$ cat config.mk
export PLATFORM = sky130hd
export DESIGN_NAME = sprite_line_fetcher
export DESIGN_NICKNAME = d
export VERILOG_FILES = /design/src/rtl/sprite_line_fetcher.sv
export SDC_FILE = /design/constraint.sdc
export NUM_CORES = 1
export LEC_CHECK = 0
export ABC_AREA = 1
export CORE_MARGIN = 10
export CORE_UTILIZATION = 40
export DETAILED_ROUTE_END_ITERATION = 10
export SETUP_SLACK_MARGIN = 0.3
export SYNTH_ARGS = -nofsm -noshare
export SYNTH_HDL_FRONTEND = slang
export SYNTH_SLANG_ARGS = --single-unit
$ cat constraint.sdc
create_clock -name Clock -period 9.3 [get_ports Clock]
set_clock_uncertainty 0.2 [all_clocks]
set_input_delay 1.86 -clock Clock [delete_from_list [all_inputs] [get_ports Clock]]
set_output_delay 1.86 -clock Clock [all_outputs]
set_load 0.05 [all_outputs]
$ cat src/rtl/sprite_line_fetcher.sv
// Sprite line fetcher: shares one 16x16 mask ROM among NUM_SPR sprites, prefetching rows in hblank.
// Optional horizontal mirroring is enabled by defining SPRITE_MIRROR_EN (adds iSprFlip).
module sprite_line_fetcher #(
  parameter int unsigned NUM_SPR = 4,
  parameter int unsigned X_W     = 10,
  parameter int unsigned Y_W     = 10
) (
  input  logic                     Clock,
  input  logic                     Reset,
  input  logic                     iLineStart,
  input  logic [Y_W-1:0]           iNextLine,
  input  logic [NUM_SPR*X_W-1:0]   iSprX,
  input  logic [NUM_SPR*Y_W-1:0]   iSprY,
  input  logic [NUM_SPR-1:0]       iSprEnable,
`ifdef SPRITE_MIRROR_EN
  input  logic [NUM_SPR-1:0]       iSprFlip,
`endif
  input  logic [X_W-1:0]           iPixelX,
  input  logic                     iActive,
  output logic [7:0]               oRomAddress,
  input  logic                     iRomMask,
  output logic [NUM_SPR-1:0]       oHit,
  output logic                     oBusy,
  output logic                     oDone,
  output logic                     oOverrun
);

  localparam int unsigned IdxW = (NUM_SPR > 1) ? $clog2(NUM_SPR) : 1;
  localparam logic [IdxW-1:0] LastIdx = IdxW'(NUM_SPR - 1);

  localparam logic [1:0] StIdle  = 2'd0;
  localparam logic [1:0] StCheck = 2'd1;
  localparam logic [1:0] StFetch = 2'd2;
  localparam logic [1:0] StDone  = 2'd3;

  logic [1:0]                       state_q, state_d;
  logic [IdxW-1:0]                  idx_q, idx_d;
  logic [3:0]                       col_q, col_d;
  logic [3:0]                       row_q, row_d;
  logic [7:0]                       addr_q, addr_d;
  logic [Y_W-1:0]                   line_q, line_d;
  logic [NUM_SPR-1:0][X_W-1:0]      spr_x_q, spr_x_d;
  logic [NUM_SPR-1:0][Y_W-1:0]      spr_y_q, spr_y_d;
  logic [NUM_SPR-1:0]               spr_en_q, spr_en_d;
  logic [NUM_SPR-1:0][15:0]         shadow_row_q, shadow_row_d;
  logic [NUM_SPR-1:0][X_W-1:0]      shadow_x_q, shadow_x_d;
  logic [NUM_SPR-1:0]               shadow_valid_q, shadow_valid_d;
  logic [NUM_SPR-1:0][15:0]         active_row_q, active_row_d;
  logic [NUM_SPR-1:0][X_W-1:0]      active_x_q, active_x_d;
  logic [NUM_SPR-1:0]               active_valid_q, active_valid_d;
  logic [NUM_SPR-1:0]               hit_q, hit_d;
  logic                             done_q, done_d;
  logic                             overrun_q, overrun_d;

  logic [NUM_SPR-1:0][X_W-1:0]      spr_x_in;
  logic [NUM_SPR-1:0][Y_W-1:0]      spr_y_in;
  logic [Y_W:0]                     cur_dy;
  logic                             cur_hit;
  logic [3:0]                       fetch_col;
  logic [7:0]                       fetch_addr;

  for (genvar g = 0; g < NUM_SPR; g++) begin : g_unpack
    assign spr_x_in[g] = iSprX[g*X_W +: X_W];
    assign spr_y_in[g] = iSprY[g*Y_W +: Y_W];
  end

`ifdef SPRITE_MIRROR_EN
  logic [NUM_SPR-1:0] spr_flip_q, spr_flip_d;

  always_comb begin
    spr_flip_d = spr_flip_q;
    if (iLineStart) spr_flip_d = iSprFlip;
  end

  always_ff @(posedge Clock or negedge Reset) begin
    if (!Reset) spr_flip_q <= '0;
    else        spr_flip_q <= spr_flip_d;
  end

  // Reading column 15-col while writing column col mirrors the row.
  assign fetch_col = spr_flip_q[idx_q] ? ~col_q : col_q;
`else
  assign fetch_col = col_q;
`endif

  assign fetch_addr = {row_q, fetch_col};

  // Extra sign bit: a line above the sprite top yields a negative dy.
  assign cur_dy  = {1'b0, line_q} - {1'b0, spr_y_q[idx_q]};
  assign cur_hit = spr_en_q[idx_q] && !cur_dy[Y_W] && (cur_dy[Y_W-1:4] == '0);

  always_comb begin
    state_d        = state_q;
    idx_d          = idx_q;
    col_d          = col_q;
    row_d          = row_q;
    addr_d         = addr_q;
    line_d         = line_q;
    spr_x_d        = spr_x_q;
    spr_y_d        = spr_y_q;
    spr_en_d       = spr_en_q;
    shadow_row_d   = shadow_row_q;
    shadow_x_d     = shadow_x_q;
    shadow_valid_d = shadow_valid_q;
    active_row_d   = active_row_q;
    active_x_d     = active_x_q;
    active_valid_d = active_valid_q;
    done_d         = 1'b0;
    overrun_d      = 1'b0;

    case (state_q)
      StCheck: begin
        if (cur_hit) begin
          row_d   = cur_dy[3:0];
          col_d   = 4'd0;
          state_d = StFetch;
        end else if (idx_q == LastIdx) begin
          state_d = StDone;
        end else begin
          idx_d = idx_q + 1'b1;
        end
      end
      StFetch: begin
        addr_d                     = fetch_addr;
        shadow_row_d[idx_q][col_q] = iRomMask;
        col_d                      = col_q + 4'd1;
        if (col_q == 4'd15) begin
          shadow_valid_d[idx_q] = 1'b1;
          shadow_x_d[idx_q]     = spr_x_q[idx_q];
          if (idx_q == LastIdx) begin
            state_d = StDone;
          end else begin
            idx_d   = idx_q + 1'b1;
            state_d = StCheck;
          end
        end
      end
      StDone: begin
        done_d  = 1'b1;
        state_d = StIdle;
      end
      default: ;
    endcase

    // A new line always wins; an unfinished fetch is dropped and the line shows no sprites.
    if (iLineStart) begin
      active_row_d = shadow_row_q;
      active_x_d   = shadow_x_q;
      if (state_q != StIdle) begin
        overrun_d      = 1'b1;
        active_valid_d = '0;
      end else begin
        active_valid_d = shadow_valid_q;
      end
      line_d         = iNextLine;
      spr_x_d        = spr_x_in;
      spr_y_d        = spr_y_in;
      spr_en_d       = iSprEnable;
      shadow_valid_d = '0;
      idx_d          = '0;
      state_d        = StCheck;
    end
  end

  for (genvar g = 0; g < NUM_SPR; g++) begin : g_hit
    logic [X_W:0] dx;
    assign dx       = {1'b0, iPixelX} - {1'b0, active_x_q[g]};
    assign hit_d[g] = iActive && active_valid_q[g] && !dx[X_W] && (dx[X_W-1:4] == '0) &&
                      active_row_q[g][dx[3:0]];
  end

  always_ff @(posedge Clock or negedge Reset) begin
    if (!Reset) begin
      state_q        <= StIdle;
      idx_q          <= '0;
      col_q          <= '0;
      row_q          <= '0;
      addr_q         <= '0;
      line_q         <= '0;
      spr_x_q        <= '0;
      spr_y_q        <= '0;
      spr_en_q       <= '0;
      shadow_row_q   <= '0;
      shadow_x_q     <= '0;
      shadow_valid_q <= '0;
      active_row_q   <= '0;
      active_x_q     <= '0;
      active_valid_q <= '0;
      hit_q          <= '0;
      done_q         <= 1'b0;
      overrun_q      <= 1'b0;
    end else begin
      state_q        <= state_d;
      idx_q          <= idx_d;
      col_q          <= col_d;
      row_q          <= row_d;
      addr_q         <= addr_d;
      line_q         <= line_d;
      spr_x_q        <= spr_x_d;
      spr_y_q        <= spr_y_d;
      spr_en_q       <= spr_en_d;
      shadow_row_q   <= shadow_row_d;
      shadow_x_q     <= shadow_x_d;
      shadow_valid_q <= shadow_valid_d;
      active_row_q   <= active_row_d;
      active_x_q     <= active_x_d;
      active_valid_q <= active_valid_d;
      hit_q          <= hit_d;
      done_q         <= done_d;
      overrun_q      <= overrun_d;
    end
  end

  // The ROM is combinational, so the address is live during FETCH and held otherwise.
  assign oRomAddress = (state_q == StFetch) ? fetch_addr : addr_q;
  assign oHit        = hit_q;
  assign oBusy       = (state_q == StCheck) || (state_q == StFetch);
  assign oDone       = done_q;
  assign oOverrun    = overrun_q;

endmodule

==> results of run 1 <==
## layout make-up
type / instances / area share [%]
multi-input combinational: 1419 / 35.62
tap: 532 / 3.430
sequential: 336 / 43.34
clock buffer: 57 / 5.842
timing repair buffer: 130 / 6.726
inverter: 210 / 4.069
clock inverter: 12 / 0.9737
## routing by layer
layer	share of wire [%]	global-route usage [%]	up-vias
met1	47	23.76	6336
li1	-	-	6740
met5	0	0	-
met4	2.1	5.187	0
met3	6.2	3.650	59
met2	45	26.99	333
## worst reg2reg max path, cell delays in order, from the launching register on
cell,delay (ps)
sky130_fd_sc_hd__dfrtp_1,940
sky130_fd_sc_hd__inv_1,700
sky130_fd_sc_hd__o21ai_0,240
sky130_fd_sc_hd__o22ai_1,130
sky130_fd_sc_hd__ha_1,230
sky130_fd_sc_hd__fa_1,410
sky130_fd_sc_hd__inv_1,110
sky130_fd_sc_hd__nand3_1,100
sky130_fd_sc_hd__nand2_1,130
sky130_fd_sc_hd__nand3_1,100
sky130_fd_sc_hd__nand2_1,80
sky130_fd_sc_hd__nand2_1,50
sky130_fd_sc_hd__nand3_1,110
sky130_fd_sc_hd__inv_2,50
sky130_fd_sc_hd__nand2_2,70
sky130_fd_sc_hd__nor2_4,50
sky130_fd_sc_hd__nand2_2,220
sky130_fd_sc_hd__nand2_2,140
sky130_fd_sc_hd__nand2_1,80
sky130_fd_sc_hd__o21ai_1,60
## state kept, by name (all words and copies together) (netlist names), 4 cells and up
register / cells
spr_x_q: 40
row_q: 4
shadow_x_q: 40
spr_y_q: 40
addr_q: 8
col_q: 4
active_row_q: 64
oHit: 4
shadow_row_q: 64
active_x_q: 40
shadow_valid_q: 4
active_valid_q: 4
line_q: 10
spr_en_q: 4
## final timing paths
path	from	end	cells after the start
max	state_q[0]$_DFFE_PN0P_	oRomAddress[1]	5
min	spr_y_q[27]$_DFFE_PN0P_	spr_y_q[27]$_DFFE_PN0P_	2
max reg2reg	idx_q[1]$_DFFE_PN0P_	col_q[3]$_DFFE_PN0P_	19
min reg2reg	spr_y_q[27]$_DFFE_PN0P_	spr_y_q[27]$_DFFE_PN0P_	2
max in group asynchronous	Reset	active_x_q[35]$_DFFE_PN0P_	2
min in group asynchronous	Reset	line_q[3]$_DFFE_PN0P_	1
## stage by stage
step	instance area, µm²	total power [mW]	std cells
2_1_floorplan	16430	2.316	2045
3_3_place_gp	18080	2.633	2627
3_5_place_dp	18080	2.644	2627
4_1_cts	19400	4.234	2696
5_1_grt	19400	4.423	2696
6_report	19400	4.187	2696
## cells by family (layout without fill, tap and decap cells)
logic type | Yosys count | count (layout)
flops | 336 | 336
xor+xnor | 27 | 27
simple gates | 892 | 892
buf+inv | 290 | 409
compound gates | 433 | 433
fa+ha+maj | 67 | 67
## power breakdown
group / switching, mW / internal (mW)
combinational: 0.658 / 0.318
clock: 0.614 / 0.960
sequential: 0.0651 / 1.57
total: 1.34 / 2.85
## placed cells by master (no fill, tap or decap), types with 3 or more instances in the layout
cell	synthesis	layout
sky130_fd_sc_hd__clkbuf_16	0	39
sky130_fd_sc_hd__o21ai_1	4	4
sky130_fd_sc_hd__nand2_1	666	666
sky130_fd_sc_hd__a31oi_1	13	13
sky130_fd_sc_hd__ha_1	62	62
sky130_fd_sc_hd__clkdlybuf4s50_1	0	121
sky130_fd_sc_hd__nor3_1	10	10
sky130_fd_sc_hd__nand2_2	6	6
sky130_fd_sc_hd__clkinv_2	0	4
sky130_fd_sc_hd__nor2_1	122	122
sky130_fd_sc_hd__buf_4	0	6
sky130_fd_sc_hd__o211ai_1	5	5
sky130_fd_sc_hd__nand3b_1	3	3
sky130_fd_sc_hd__or2_2	3	3
sky130_fd_sc_hd__clkbuf_8	0	10
sky130_fd_sc_hd__xor2_1	21	21
sky130_fd_sc_hd__o21ai_2	4	4
sky130_fd_sc_hd__nand4_1	15	15
sky130_fd_sc_hd__o21bai_1	6	6
sky130_fd_sc_hd__xnor2_1	6	6
sky130_fd_sc_hd__nand3_1	61	61
sky130_fd_sc_hd__inv_2	5	4
sky130_fd_sc_hd__a21oi_1	128	128
sky130_fd_sc_hd__clkinv_1	5	5
sky130_fd_sc_hd__o21ai_0	262	262
sky130_fd_sc_hd__dfrtp_1	336	335
sky130_fd_sc_hd__clkbuf_1	68	9
sky130_fd_sc_hd__fa_1	5	5
sky130_fd_sc_hd__bufinv_16	0	4
sky130_fd_sc_hd__inv_1	200	200
==> impl_metrics.json, run 1 <==
{
  "final_period_minus_worst_setup_slack_ps": 5118,
  "floorplan.rows": 74,
  "min_path_type": "register to register",
  "dpl_worst_slack_ps": 4552,
  "synth_area_per_cell_um2": 8.033,
  "fraction_of_final_layout_cells_sized_beyond_drive_strength_1_pct": 4.344,
  "critical_path.slowest_cell": "sky130_fd_sc_hd__clkdlybuf4s50_1",
  "report.final.slew_viol_count": 0,
  "worst_slew_margin_rel_pct": 32.65,
  "synth.lib_cells_used.distinct": 40,
  "chipHeight_um": 222.7,
  "report.final.setup_viol": 0,
  "portBuffers": 123,
  "finish.utilization_pct": 47.63,
  "largest_family_of_logic_cells_by_synthesized_area": "simple AND/OR/NAND/NOR gates",
  "synth_compound_gate_area_share_pct": 13.77,
  "synth_edf_count": 0,
  "worst_setup_path_start_kind": "register",
  "insertion_delay_ps": 560,
  "cp.required_ps": 7240,
  "holdWs_ps": 268.2,
  "synth_top_area_share_pct": 51.18,
  "finalHoldViolCount": 0,
  "cts_max_path_buffers": 3,
  "post_cts_resize_count": 0,
  "drt_iter0_markers": 1323,
  "post_synth_fa_ha_maj_area_fraction_pct": 5.332,
  "vias_per_cell": 4.996,
  "routed_wirelength_mm": 43.26,
  "muxShareOfSynthArea_pct": 0,
  "mappedNetlistNets": 2221,
  "post_drt_wl_per_cell_um": 16.05,
  "dominantRegCellSynth": "sky130_fd_sc_hd__dfrtp_1",
  "timing.setup.critical_path_class": "register to output port",
  "cts.sinks": 336,
  "synth-simple-area-share_pct": 21.53,
  "timing.final.ws_setup_ps": 4182,
  "seqCellArea_um2": 8409,
  "synth_top_cell_by_area": "sky130_fd_sc_hd__dfrtp_1",
  "first_global_vias": 13390,
  "finish.net_count": 2311,
  "tritoncts": "done",
  "routability_congestion_estimate": 0.8782,
  "ir_drop_mv": 0.1164,
  "dr.pass1.iters": 5,
  "grt_pass1_wl_mm": 70.66,
  "setup_repair_after_global_routing_missed_its_margin": "false",
  "final_cycle_share_pct": 55.04,
  "number_of_inserted_diodes": 0,
  "run_status": "finished, final reports clean",
  "static-leakage-power_nw": 9.177,
  "async_reset_ff_share_pct": 100.0,
  "worst-r2r-setup-slack_ps": 4990,
  "worst_ep_arrival_time_ps": 3060,
  "fp.coreArea_um2": 40740,
  "crit_chain": "inv_1 -> ha_1 -> inv_1 -> o21ai_0 -> clkdlybuf4s50_1",
  "global_route.usage.total_pct": 17.34,
  "die-width_um": 222.7,
  "grt_antenna_before_repair": 0,
  "worst_setup_hold_path_clk_slew_ps": 60,
  "slowest_delay_ps": 860,
  "route.detailed.drc": 0,
  "cp_top_family": "buffers and inverters",
  "vias": 13470,
  "powerDensity_nw_per_um2": 215.8,
  "globalRoute.totalOverflow": 0,
  "final_antenna_net_count": 0,
  "fmax_mhz": 195.4,
  "most_frequent_cells_after_synthesis": "666 x sky130_fd_sc_hd__nand2_1, 336 x sky130_fd_sc_hd__dfrtp_1, 262 x sky130_fd_sc_hd__o21ai_0",
  "multi_input_area_um2": 6912,
  "path_common_cell": "sky130_fd_sc_hd__inv_1",
  "yosys_register_bits": 336,
  "dp_hpwl_mm": 30.63,
  "fillerInstances": 4066,
  "cts_hold_repair.buffers": 0,
  "drv.max_cap_violation_count": 0,
  "postSynthCellCount": 2045,
  "floorplan.initialDensity_pct": 40.32,
  "area.growth.synth_to_final_pct": 18.12,
  "crit_path_end_kind": "output port",
  "htreeDepth": 2,
  "clock-root-buffer": "sky130_fd_sc_hd__clkbuf_16",
  "synth-seq-area-share_pct": 51.18,
  "io_pins": 124,
  "cts_made_buffers": 38,
  "critPathMaxFanout": 15,
  "cts_setup_buffers": 0,
  "netlist_top_cells_area": "sky130_fd_sc_hd__dfrtp_1 51%, sky130_fd_sc_hd__nand2_1 15%, sky130_fd_sc_hd__o21ai_0 8.0%, sky130_fd_sc_hd__ha_1 4.7%, sky130_fd_sc_hd__inv_1 4.6%",
  "post-synth-top-count-cell": "sky130_fd_sc_hd__nand2_1",
  "transition_at_the_pin_with_the_smallest_max_transition_slack_ps": 1010,
  "grt_start_max_net_pins": 160,
  "worstPathBufferInverterCount": 3,
  "synthesis.area_um2": 16430,
  "tns_ps": 0,
  "die_area_um2": 49570,
  "synth_area_in_xor_xnor_pct": 1.440,
  "synth-warning-count": 0
}
(Power assumes the default switching activity.)
==> inputs of run 2 (changes only) <==
==> constraint.sdc (replaced) <==
create_clock -name Clock -period 5.2 [get_ports Clock]
set_clock_uncertainty 0.2 [all_clocks]
set_input_delay 1.04 -clock Clock [delete_from_list [all_inputs] [get_ports Clock]]
set_output_delay 1.04 -clock Clock [all_outputs]
set_load 0.05 [all_outputs]
==> run 2 against run 1 <==
Routed wire length increased by 1.6%. Setup slack got worse by 3300 ps. Register-to-register slack got worse by 3400 ps. Design area is essentially flat. Sequential power up 79%. Clock power grew 73%. Cell count up 0.26%. Combinational power increased by 80%. Critical path depth did not move. Total power grew 77%. Die area unchanged.
==> impl_metrics.json, run 2 (synthesis gave the netlist of run 1 again) <==
{
  "min_path_type": "register to register",
  "io_pins": 124,
  "post_cts_resize_count": 0,
  "final_cells": 2703,
  "routability_congestion_estimate": 0.8673,
  "tns_ps": 0,
  "crit_path_end_kind": "output port",
  "die_area_um2": 49570,
  "finish.utilization_pct": 47.64,
  "worst_setup_path_start_kind": "register",
  "final_antenna_net_count": 0,
  "instance_count_after_placement_with_tap_cells_included": 2632,
  "grt_pass1_wl_mm": 71.62,
  "cts_hold_repair.buffers": 0,
  "finish.net_count": 2317,
  "report.final.setup_viol": 0,
  "cts_setup_buffers": 0,
  "fraction_of_final_layout_cells_sized_beyond_drive_strength_1_pct": 4.422,
  "fp.coreArea_um2": 40740,
  "top_layer_used": "met4",
  "static-leakage-power_nw": 9.182,
  "worst_ep_arrival_time_ps": 3050,
  "route.detailed.drc": 0,
  "report.final.slew_viol_count": 0,
  "cts_max_path_buffers": 3,
  "timing.setup.critical_path_class": "register to output port",
  "timing.final.ws_setup_ps": 905.1,
  "cp.required_ps": 3960,
  "critPathMaxFanout": 15,
  "met3WireLength_mm": 2.213,
  "final_common_cell": "sky130_fd_sc_hd__nand2_1",
  "drv.max_cap_violation_count": 0,
  "detailroute.wirelength.met2_mm": 20.27,
  "transition_at_the_pin_with_the_smallest_max_transition_slack_ps": 1192,
  "worst_setup_hold_path_clk_slew_ps": 60,
  "vias_per_cell": 4.970,
  "powerDensity_nw_per_um2": 382.7,
  "cts_made_buffers": 39,
  "first_global_vias": 13420,
  "placed_cell_area_um2": 18130,
  "die-width_um": 222.7,
  "number_of_inserted_diodes": 0,
  "clock-root-buffer": "sky130_fd_sc_hd__clkbuf_16",
  "ir_drop_mv": 0.2214,
  "area.growth.synth_to_final_pct": 18.14,
  "reg_top3": "active_row_q: 64 flops, shadow_row_q: 64 flops",
  "layout_common_cells": "666 x sky130_fd_sc_hd__nand2_1, 335 x sky130_fd_sc_hd__dfrtp_1, 262 x sky130_fd_sc_hd__o21ai_0, 200 x sky130_fd_sc_hd__inv_1, 128 x sky130_fd_sc_hd__a21oi_1",
  "globalRoute.totalOverflow": 0,
  "vias": 13440,
  "finalHoldViolCount": 0,
  "depth_of_the_most_critical_reg_to_reg_path": 18,
  "drt_iter0_markers": 1087,
  "fmax_mhz": 232.8,
  "route.layer.met1.wl_mm": 20.81,
  "tritoncts": "done",
  "cts.sinks": 336,
  "htreeDepth": 2,
  "global_route.usage.total_pct": 17.63,
  "finalInstanceArea_um2": 19410,
  "final_cycle_share_pct": 82.60,
  "whs_path_depth": 2,
  "floorplan.rows": 74,
  "grt_antenna_before_repair": 0,
  "overall_power_mw": 7.428,
  "run_status": "finished, final reports clean",
  "dp_hpwl_mm": 31.09,
  "routed_wirelength_mm": 43.97,
  "chipHeight_um": 222.7,
  "grt_start_max_net_pins": 182,
  "insertion_delay_ps": 570,
  "final_period_minus_worst_setup_slack_ps": 4295,
  "holdWs_ps": 267.7,
  "worst_slew_margin_rel_pct": 20.55,
  "dr.pass1.iters": 5,
  "post_drt_wl_per_cell_um": 16.27,
  "portBuffers": 123,
  "floorplan.initialDensity_pct": 40.32,
  "setup_repair_after_global_routing_missed_its_margin": "false",
  "dpl_worst_slack_ps": 1477
}
-- run 2: cell types whose count changed in the layout (fill, tap and decap cells not counted) --
cell                        delta
sky130_fd_sc_hd__clkbuf_16     +2
sky130_fd_sc_hd__clkinv_2      +1
sky130_fd_sc_hd__buf_12        +1
sky130_fd_sc_hd__clkbuf_8      -1
sky130_fd_sc_hd__bufinv_16     -3
sky130_fd_sc_hd__buf_4         +4
sky130_fd_sc_hd__clkbuf_1      +5
sky130_fd_sc_hd__clkinv_4      -1
sky130_fd_sc_hd__inv_6         -1
-- run 2: final timing paths --
kind	start	to	slack [ps]
max in group asynchronous	Reset	shadow_row_q[17]$_DFFE_PN0P_	3340
min in group asynchronous	Reset	addr_q[4]$_DFF_PN0_	330
setup / recovery	state_q[0]$_DFFE_PN0P_	oRomAddress[3]	910
setup reg to reg	idx_q[0]$_DFFE_PN0P_	col_q[2]$_DFFE_PN0P_	1560
hold / removal	spr_y_q[22]$_DFFE_PN0P_	spr_y_q[22]$_DFFE_PN0P_	270
hold reg to reg	spr_y_q[22]$_DFFE_PN0P_	spr_y_q[22]$_DFFE_PN0P_	270
-- run 2: metal layers --
metal	track usage [%]	vias up
met3	4.083	45
met5	0	-
li1	-	6745
met2	28.46	285
met4	4.207	0
met1	23.47	6360
-- run 2: critical path, cell delays in order (launching register included) --
cell	delay (ps)
sky130_fd_sc_hd__dfrtp_1	410
sky130_fd_sc_hd__inv_1	120
sky130_fd_sc_hd__ha_1	440
sky130_fd_sc_hd__inv_1	340
sky130_fd_sc_hd__o21ai_0	310
sky130_fd_sc_hd__clkdlybuf4s50_1	860
-- run 2: power breakdown --
group          switching (mW)  leakage [nW]  internal, mW  total (mW)
Sequential              0.131          3.99          2.81        2.94
Clock                    1.10         0.623          1.62        2.72
Combinational            1.18          4.57         0.581        1.76
-- run 2: cell type report --
class | instances | area [µm²]
multi-input cells | 1419 | 6912
fillers | 4041 | 21330
inverters | 210 | 789.5
clock inverters | 8 | 86.33
well taps | 532 | 665.6
clock buffers | 63 | 1189
repair buffers | 135 | 1355
flip-flops and latches | 336 | 8409
==> variant: new RTL, settings of run 1 <==
`X_W`: 10 -> 20.
--- a/src/rtl/sprite_line_fetcher.sv
+++ b/src/rtl/sprite_line_fetcher.sv
@@ -4,3 +4,3 @@
   parameter int unsigned NUM_SPR = 4,
-  parameter int unsigned X_W     = 10,
+  parameter int unsigned X_W     = 20,
   parameter int unsigned Y_W     = 10
Ports: changed (resized iPixelX and iSprX); port bits go from 124 to 174. The function was not compared with the original's and may differ.
==> variant against run 1 <==
Area after synthesis rose by 46%. Power rose by 35%. Routed wire length rose by 68%. Sequential cell count rose by 120. Worst setup slack got worse by 0.19 ns. Critical path depth did not move. Sequential share of layout area fell by 2.8 points. Critical path type unchanged. Cell area rose by 45%. Core utilization fell by 0.053 points. Worst hold slack improved by 0.0011 ns. Sequential power rose by 33%.
==> variant: results (changes against run 1) <==
Outcome: finished, final reports clean (unchanged)
GR Util met1: 28.0% (was 23.8%)
Worst VDD drop: 0.000185 V (was 0.000116 V)
CP endpoint: oRomAddress[3] (was oRomAddress[1])
R2R Path End: idx_q[1] (was col_q[3])
Synth top area cells: dfrtp_1 48%, nand2_1 17%, o21ai_0 7.3% (was dfrtp_1 51%, nand2_1 15%, o21ai_0 8.0%)
Setup slack at placement: 4.38 ns (was 4.55 ns)
Syn avg cell area: 7.59 sq um (was 8.03 sq um)
Post-synth top cells: 1095 x nand2_1, 456 x dfrtp_1, 348 x o21ai_0 (was 666 x nand2_1, 336 x dfrtp_1, 262 x o21ai_0)
Clk_lat worst skew: 0.62 ns (was 0.56 ns)
Met2 usage: 32.7% (was 27.0%)
Vias in the first global route: 20300 (was 13400)
Least-Margin Pin Slew: 1.17 ns (was 1.01 ns)
Biggest regs: active_x_q (80), shadow_x_q (80), spr_x_q (80) (was active_row_q (64), shadow_row_q (64))
Synth cell types: 42 (was 40)
Num CTS Buffers: 51 (was 38)
Antenna violations before repair: 3 (was 0)
Worst R2R Path Depth: 17 (was 19)
IO Port Bufs: 173 (was 123)
Met3 GRT Util: 3.50% (was 3.65%)
First-pass iteration count of the detailed router: 8 (was 5)
Layout cells sized above 1: 3.97% (was 4.34%)
Leakage: 13.6 nW (was 9.18 nW)
Final Cycle Share: 57.1% (was 55.0%)
HPWL Detailed: 52900 microns (was 30600 microns)
TNS Setup: 0 ns (unchanged)
Seq/Total Area, Yosys: 47.7% (was 51.2%)
Global Route Usage Sum: 20.5% (was 17.3%)
Drt initial violations: 1871 (was 1323)
Reg2reg start: idx_q[0] (was idx_q[1])
Cells after DPL: 3998 (was 2627)
Largest net degree at the start of global routing: 236 (was 160)
Reg-to-reg slack, setup: 5.32 ns (was 4.99 ns)
First-pass GRT wire length: 115000 microns (was 70700 microns)
Post-DR vias/cell: 5.10 (was 5.00)
Vias: 20900 (was 13500)
Post-Syn Nets: 3419 (was 2221)
DR WL/cell: 17.7 microns (was 16.0 microns)
CP Data Arrival Time: 3.25 ns (was 3.06 ns)
variant: how the worst min path moves through the flow:
stage	startpoint	to	slack [ns]	cells past startpoint
floorplan	spr_en_q[0]	spr_en_q[0]	0.24	2
global placement	spr_y_q[23]	spr_y_q[23]	0.25	2
detailed placement	spr_y_q[24]	spr_y_q[24]	0.25	2
CTS	spr_y_q[24]	spr_y_q[24]	0.27	2
global route	spr_x_q[75]	spr_x_q[75]	0.28	2
finish	spr_y_q[21]	spr_y_q[21]	0.27	2
variant: routing by layer:
layer	wire [microns]	part of all wire, %
met1	33500	46
met2	33000	45
met3	4120	5.7
met4	2010	2.8
met5	18	0.025
variant: final cells by class:
type	instances	area, sq um
Timing Repair Buffer	186	1860
Fill cell	5865	31000
Antenna cell	2	5.00
Clock buffer	68	1450
Multi-Input combinational cell	2244	10800
Inverter	339	1270
Sequential cell	456	11400
Tap cell	773	967
Clock inverter	28	345
variant: cell families (layout without fill, tap and decap cells):
kind of cell    Yosys count  in the layout  share of synthesized area, %
buf+inv                 453            621                          7.19
simple gates           1503           1503                          25.0
compound gates          604            604                          13.3
xor+xnor                 30             30                          1.10
flops                   456            456                          47.7
other cells               0              2                             0
fa+ha+maj               107            107                          5.75
variant: critical path, stage by stage, from the launching register on:
cell and delay [ns]:
dfrtp_1 0.42, inv_1 0.12, ha_1 0.51, inv_1 0.34, o21ai_0 0.36, clkdlybuf4s50_1 0.88
variant: stage by stage:
stage	hold slack, ns	area, sq um
3_5_place_dp	0.254	26300
4_1_cts	0.270	28100
2_1_floorplan	0.237	23900
6_report	0.269	28100
3_3_place_gp	0.250	26300
5_1_grt	0.284	28100
variant: where the power goes:
group | total [mW] | internal, mW | switching (mW)
clock network | 2.14 | 1.27 | 0.870
registers | 2.18 | 2.11 | 0.0688
logic | 1.33 | 0.404 | 0.927
total | 5.65 | 3.78 | 1.87
